## config.mk

```make
export PLATFORM = sky130hd
export DESIGN_NAME = rcc_reg2ahb_master
export DESIGN_NICKNAME = d
export VERILOG_FILES = /design/src/rtl/rcc_reg2ahb_master.sv
export SDC_FILE = /design/constraint.sdc
export NUM_CORES = 1
export LEC_CHECK = 0
export CORE_ASPECT_RATIO = 0.8
export CORE_MARGIN = 2
export CORE_UTILIZATION = 47
export CTS_BUF_LIST = sky130_fd_sc_hd__clkbuf_4 sky130_fd_sc_hd__clkbuf_8 sky130_fd_sc_hd__clkbuf_16
export DETAILED_ROUTE_END_ITERATION = 16
export PLACE_DENSITY = 0.86
export REMOVE_ABC_BUFFERS = 1
export SLEW_MARGIN = 15
export SYNTH_ARGS = -nofsm -noshare
export SYNTH_HDL_FRONTEND = slang
export SYNTH_SLANG_ARGS = --single-unit
export TNS_END_PERCENT = 10
```

## constraint.sdc

```tcl
create_clock -name clk -period 13.5 [get_ports clk]
set_clock_uncertainty 0.2 [all_clocks]
set_input_delay 2.7 -clock clk [delete_from_list [all_inputs] [get_ports clk]]
set_output_delay 2.7 -clock clk [all_outputs]
set_load 0.01 [all_outputs]
```

## src/rtl/rcc_reg2ahb_master.sv

```systemverilog
// Register-request to AHB-Lite master bridge: each accepted access becomes one
// NONSEQ SINGLE transfer, completed with a one-cycle response pulse.
module rcc_reg2ahb_master #(
    parameter int AW = 32,
    parameter int DW = 32,
    parameter int WW = DW / 8
) (
    input  logic          clk,
    input  logic          rst,
    input  logic          req,
    input  logic [WW-1:0] we,
    input  logic [AW-1:0] addr,
    input  logic [DW-1:0] wdata,
    output logic          ready,
    output logic          rsp_valid,
    output logic [1:0]    rsp,
    output logic [DW-1:0] rdata,
    output logic [AW-1:0] haddr,
    output logic [1:0]    htrans,
    output logic          hwrite,
    output logic [2:0]    hsize,
    output logic [2:0]    hburst,
    output logic [3:0]    hprot,
    output logic [DW-1:0] hwdata,
    input  logic          hready,
    input  logic          hresp,
    input  logic [DW-1:0] hrdata
);

    typedef enum logic [1:0] {IDLE, ADDR, DATA, ERR} state_t;

    localparam logic [1:0] HTRANS_IDLE   = 2'b00;
    localparam logic [1:0] HTRANS_NONSEQ = 2'b10;
    localparam logic [1:0] RSP_OKAY      = 2'b00;
    localparam logic [1:0] RSP_ERROR     = 2'b01;
    localparam logic [1:0] RSP_STRB      = 2'b10;

    state_t        state_q, state_d;
    logic [AW-1:0] haddr_q, haddr_d;
    logic [1:0]    htrans_q, htrans_d;
    logic          hwrite_q, hwrite_d;
    logic [2:0]    hsize_q, hsize_d;
    logic [DW-1:0] hwdata_q, hwdata_d;
    logic [DW-1:0] wdata_q, wdata_d;
    logic          rsp_valid_q, rsp_valid_d;
    logic [1:0]    rsp_q, rsp_d;
    logic [DW-1:0] rdata_q, rdata_d;

    logic          dec_legal;
    logic [2:0]    dec_size;
    logic [1:0]    dec_off;

    // Returns {legal, hsize, haddr[1:0]} for a strobe pattern.
    function automatic logic [5:0] decode_strb(input logic [3:0] strb);
        logic [5:0] r;
        case (strb)
            4'b0000: r = {1'b1, 3'b010, 2'b00};
            4'b1111: r = {1'b1, 3'b010, 2'b00};
            4'b0011: r = {1'b1, 3'b001, 2'b00};
            4'b1100: r = {1'b1, 3'b001, 2'b10};
            4'b0001: r = {1'b1, 3'b000, 2'b00};
            4'b0010: r = {1'b1, 3'b000, 2'b01};
            4'b0100: r = {1'b1, 3'b000, 2'b10};
            4'b1000: r = {1'b1, 3'b000, 2'b11};
            default: r = {1'b0, 3'b000, 2'b00};
        endcase
        return r;
    endfunction

    assign {dec_legal, dec_size, dec_off} = decode_strb(we);

    always_comb begin
        state_d     = state_q;
        haddr_d     = haddr_q;
        htrans_d    = htrans_q;
        hwrite_d    = hwrite_q;
        hsize_d     = hsize_q;
        hwdata_d    = hwdata_q;
        wdata_d     = wdata_q;
        rsp_valid_d = 1'b0;
        rsp_d       = rsp_q;
        rdata_d     = rdata_q;

        case (state_q)
            IDLE: begin
                if (req) begin
                    if (dec_legal) begin
                        haddr_d  = {addr[AW-1:2], dec_off};
                        hwrite_d = |we;
                        hsize_d  = dec_size;
                        htrans_d = HTRANS_NONSEQ;
                        wdata_d  = wdata;
                        state_d  = ADDR;
                    end else begin
                        rsp_valid_d = 1'b1;
                        rsp_d       = RSP_STRB;
                        rdata_d     = '0;
                    end
                end
            end
            ADDR: begin
                if (hready) begin
                    htrans_d = HTRANS_IDLE;
                    hwdata_d = hwrite_q ? wdata_q : '0;
                    state_d  = DATA;
                end
            end
            DATA: begin
                if (hready) begin
                    rsp_valid_d = 1'b1;
                    rsp_d       = hresp ? RSP_ERROR : RSP_OKAY;
                    rdata_d     = (hresp || hwrite_q) ? '0 : hrdata;
                    state_d     = IDLE;
                end else if (hresp) begin
                    state_d = ERR;
                end
            end
            ERR: begin
                // Second cycle of the two-cycle AHB error response.
                if (hready) begin
                    rsp_valid_d = 1'b1;
                    rsp_d       = RSP_ERROR;
                    rdata_d     = '0;
                    state_d     = IDLE;
                end
            end
            default: state_d = IDLE;
        endcase
    end

    always_ff @(posedge clk or posedge rst) begin
        if (rst) begin
            state_q     <= IDLE;
            haddr_q     <= '0;
            htrans_q    <= HTRANS_IDLE;
            hwrite_q    <= 1'b0;
            hsize_q     <= '0;
            hwdata_q    <= '0;
            wdata_q     <= '0;
            rsp_valid_q <= 1'b0;
            rsp_q       <= RSP_OKAY;
            rdata_q     <= '0;
        end else begin
            state_q     <= state_d;
            haddr_q     <= haddr_d;
            htrans_q    <= htrans_d;
            hwrite_q    <= hwrite_d;
            hsize_q     <= hsize_d;
            hwdata_q    <= hwdata_d;
            wdata_q     <= wdata_d;
            rsp_valid_q <= rsp_valid_d;
            rsp_q       <= rsp_d;
            rdata_q     <= rdata_d;
        end
    end

    assign ready     = (state_q == IDLE);
    assign rsp_valid = rsp_valid_q;
    assign rsp       = rsp_q;
    assign rdata     = rdata_q;
    assign haddr     = haddr_q;
    assign htrans    = htrans_q;
    assign hwrite    = hwrite_q;
    assign hsize     = hsize_q;
    assign hburst    = 3'b000;
    assign hprot     = 4'b0011;
    assign hwdata    = hwdata_q;

endmodule

```

==> Word-level counts from Yosys, hierarchy flattened <==
Memory sizes are Yosys's and may differ from the RTL's.
Index checks and enable logic that the tools add are counted.
{ "totals": {"reg_bits": 139, "rom_bits": 80, "input_bits": 105, "wordCells": 59, "mem_count": 1} }
{ "classes": {"eq_ne": 10, "muxes": 27, "reduce_logical": 11} }
{ "mem_list": {"columns": ["memory", "words", "word_bits", "read_ports", "rd_ports_with_merged_regs", "write_ports", "line", "source"], "rows": [
  ["(name not given)", 16, 5, 1, 0, 0, "56", "case (strb)"]
]} }
{ "op_table": {"columns": ["op", "n"], "rows": [
  ["2-to-1 mux 32 bit", 6],
  ["one-hot mux 32 bit (3 select lines)", 1],
  ["2-to-1 mux 2 bit", 12],
  ["inequality test 2 bit (second input constant)", 5],
  ["AND reduction 5 bit", 2],
  ["one-hot mux 2 bit (4 select lines)", 1],
  ["one-hot mux 2 bit (3 select lines)", 1],
  ["== test 2 bit (second input constant)", 2],
  ["2-to-1 mux 1 bit", 4],
  ["one-hot mux 2 bit (2 select lines)", 1],
  ["AND reduction 4 bit", 1],
  ["OR reduction 4 bit", 1],
  ["inequality test 3 bit (second input constant)", 1],
  ["AND reduction 3 bit", 1],
  ["nonzero test 3 bit", 1],
  ["== test 2 x 1 -> 1 bit (second input constant)", 1],
  ["logical NOT 2 bit", 1],
  ["inequality test 2 x 1 -> 1 bit (second input constant)", 1],
  ["one-hot mux 1 bit (2 select lines)", 1],
  ["AND reduction 2 bit", 1],
  ["nonzero test 2 bit", 1],
  ["OR reduction 2 bit", 1],
  ["logical OR 1 bit", 1]
]} }

==> Depth between registers and ports, before layout <==
{ "depth": {"word_depth": 4, "mapped_depth": 8, "mapped_depth_nobuf": 6} }

==> Least setup slack after synthesis <==
Ideal clock, no wire load.
{ "synth_timing": {"path_type": "input -> register", "startpoint": "input port we[0]", "endpoint": "register wdata_q[10]", "setup_ns": 0.127, "arrival_time_ns": 4.020, "slack_ns": 9.153, "cell_stages": 7, "path_buffers": 3, "path_cell_list": "inv_1 ha_1 buf_2 o311ai_4 buf_6 buf_6 mux2_1"} }
{ "synth_between": {"elab_chain_cells": 2} }
{ "synth_rtl": {"columns": ["element", "line", "source"], "rows": [
  ["from (decl)", "11", "input logic [WW-1:0] we,"],
  ["memory read (16 x 5 bit)", null, null],
  ["AND reduction 3 bit (no source line)", null, null],
  ["to (signal assigned)", "150", "wdata_q <= wdata_d;"],
  ["to (decl)", "44", "logic [DW-1:0] wdata_q, wdata_d;"]
]} }
Every way passes these cells.
A chain may end at the register's enable or synchronous reset.

==> Worst setup path in the final report <==
{ "layout_timing": {"startpoint": "input port we[0]", "endpoint": "register rdata_q[15], in the netlist rdata[15]"} }
{ "layout_between": {"elab_chain_cells": 3} }
{ "layout_rtl": {"columns": ["element", "line", "source"], "rows": [
  ["memory read (16 x 5 bit)", null, null],
  ["inequality test 2 bit (no source line)", null, null],
  ["AND reduction 5 bit (no source line)", null, null],
  ["to (signal assigned)", "153", "rdata_q <= rdata_d;"],
  ["to (decl)", "47", "logic [DW-1:0] rdata_q, rdata_d;"]
]} }
Every way passes these cells.

==> run metrics <==
Hold-fix buffers, CTS=0; core area=about 0.012 sq mm; H-tree levels=4; synthesized instance count=approximately 490; CTS Buf Count=17; critical path arrival=approximately 5300 ps; Maximum Capacitance Violations=0; ys flop type=dfrtp_1; minimum clock period=5270 ps; top-count cell post-synth=dfrtp_1; final setup TNS=0 ps; initial DRC count=210; Final ANT Viol Nets=0; synth cell count leaders=dfrtp_1, nand2_1, mux2_2, o21ai_0, o22ai_1; vias in the first global route=~4500; Detailed Routing Iterations Pass 1=4; I/O Pins=~220; #FFs+latches synth=137; Non-Filler Instances=~840; drt wl/cell=roughly 17 um; layout cells sized above 1=11.7%; worst r2r dst=rdata[15]; FF+latch area=roughly 0.0034 sq mm; clock latency on the worst-skew pair=410 ps; clock tree buffer depth=2; cell taking the most area after synthesis=dfrtp_1; sequential area share after synthesis=between 60% and 70%; die width=around 130 um; HPWL Detailed=9580 um; initial antenna violation count=0; Setup crit end=rdata[15]; Distinct cells, synth=32; Root Driver=clkbuf_16; Worst Max-Slew Pin Slew=1160 ps; Post-synth EDFFs=0; post-CTS sizing=0; Min-Delay Path Class=reg -> reg; Fillers=between 800 and 900; Period Utilization, post-route=about two fifths; gr ovfl total=0; layout net count=roughly 800; Synth warnings=0; leakage=3.54 nW; CTS sink cnt=137; global-route wire length before repair=22100 um; crit path kind=in -> reg; worst r2r src=state_q[1]; pin count of the biggest net entering global routing=88; Placed Cells=811; fmax=between 150 and 200 MHz; Hold WS=277 ps; clock-pin slew on the worst setup and hold paths=60 ps; GRT Util Overall=between 20% and 30%; final setup violation count=0; Initial Utilization=between 40 and 50%; Setup crit end kind=register; Hold Path Origin=htrans[1]; Die Span Y=between 100 and 150 um; Synth area leaders=dfrtp_1, nand2_1, mux2_2; WP data required=between 10000 and 15000 ps; Antenna Cells=0; Synth Cell Area=0.00555 sq mm; Total Wirelength=13900 um; GP Congestion=between 0.7 and 0.8; area of the multi-input gates=0.00191 sq mm; R2R Setup Slk=roughly 11000 ps; die area=between 0.01 and 0.015 sq mm; Critical Path Source=we[0]; Area Overhead vs Synth=48.6%; Pwr Density=roughly 200 mW/mm^2; Max VDD drop=between 0.1 and 0.15 mV; RSZ-0062 raised after global routing=false; Rows=35; worst r2r path cells=3; Vias per Instance=between 5 and 6; worst rel slew slack=22.4%; Vias=4297; Port Buffers=206; asr flop ratio synth=between 90% and 100%; CTS tree=yes; setup repair bufs after CTS=0; mean post-synth cell area=roughly 11 sq um; status=completed; critical path peak fanout=33; final hold violation count=0; CP Launch Type=primary input; Max Slew Vio Count=0; top-area cell type share of the netlist area=61.8%; DRC violations left=0
## critical path, stage by stage
cell and delay (ps):
clkdlybuf4s50_1 440, inv_1 90, ha_1 390, nor2b_1 80, o21ai_0 380, o21a_1 980, o22ai_1 200
## logic make-up after synthesis
kind of cell               share of synthesized area, %
AOI/OAI and AO/OA                                  8.71
adders and majority gates                         0.677
buffers and inverters                              4.62
DFF                                                61.8
muxes                                              12.6
other                                             0.135
and+or+nand+nor                                    11.5
## flip-flops by register name (all words and copies together) (netlist names)
name,count
haddr,32
hsize,2
htrans,1
hwdata,32
hwrite,1
rdata,32
rsp,2
rsp_valid,1
state_q,2
wdata_q,32
## cell usage in the layout, fill, tap and decap left out, types with 2 or more instances in the layout
master and n:
nand2_1 134, o22ai_1 33, ha_1 3, a22oi_1 2, o21ai_0 37, inv_1 6, nand2b_1 2, mux2_2 37
conb_1 9, nor3b_1 2, nand3_1 4, nor2_1 2, mux2_1 25, clkdlybuf4s50_1 206, a21oi_1 2, clkbuf_8 3
bufinv_16 2, clkinv_2 3, clkbuf_16 17, clkinvlp_4 5, dfrtp_1 137, nor2b_1 2, buf_4 3
## per-layer routing
metal	GRT usage, %	wire length (um)	up-vias
met5	0	0	-
met4	8.55	264	0
met3	6.97	898	24
met2	37.3	7130	140
met1	26.9	5620	2113
li1	-	-	2020
## report_power, final
group          leakage [nW]  total, mW  switching, mW  internal (mW)
combinational          1.55      0.531          0.231          0.301
clock                 0.281      0.459          0.171          0.288
sequential             1.71      0.645         0.0831          0.562
## cell type report
| cell class | instances | share of cell area [%] |
|---|---|---|
| clock buffer | 21 | 5.75 |
| clock inverter | 11 | 1.47 |
| inverter | 7 | 0.379 |
| multi-input combinational | 309 | 23.2 |
| sequential | 137 | 41.6 |
| tap | 148 | 2.25 |
| timing repair buffer | 210 | 25.4 |
## worst min-delay path by stage
stage	slack (ps)	end	cells past startpoint
finish	280	htrans[1]	2
global route	300	hwdata[30]	2
CTS	280	hwdata[30]	2
detailed placement	270	hwdata[16]	2
global placement	260	htrans[1]	2
floorplan	260	wdata_q[0]	1
## through the flow
| stage | area, sq um | setup WS [ps] | power, mW | utilization (%) |
|---|---|---|---|---|
| 2_1_floorplan | 5340 | 6930 | 0.874 | - |
| 3_3_place_gp | 7630 | 8000 | 1.15 | 66.3 |
| 3_5_place_dp | 7630 | 7880 | 1.18 | 66.3 |
| 4_1_cts | 8230 | 8310 | 1.65 | 71.4 |
| 5_1_grt | 8250 | 8040 | 1.73 | 71.6 |
| 6_report | 8250 | 8230 | 1.63 | 71.6 |
No activity file was read; power rests on OpenSTA's default activity.
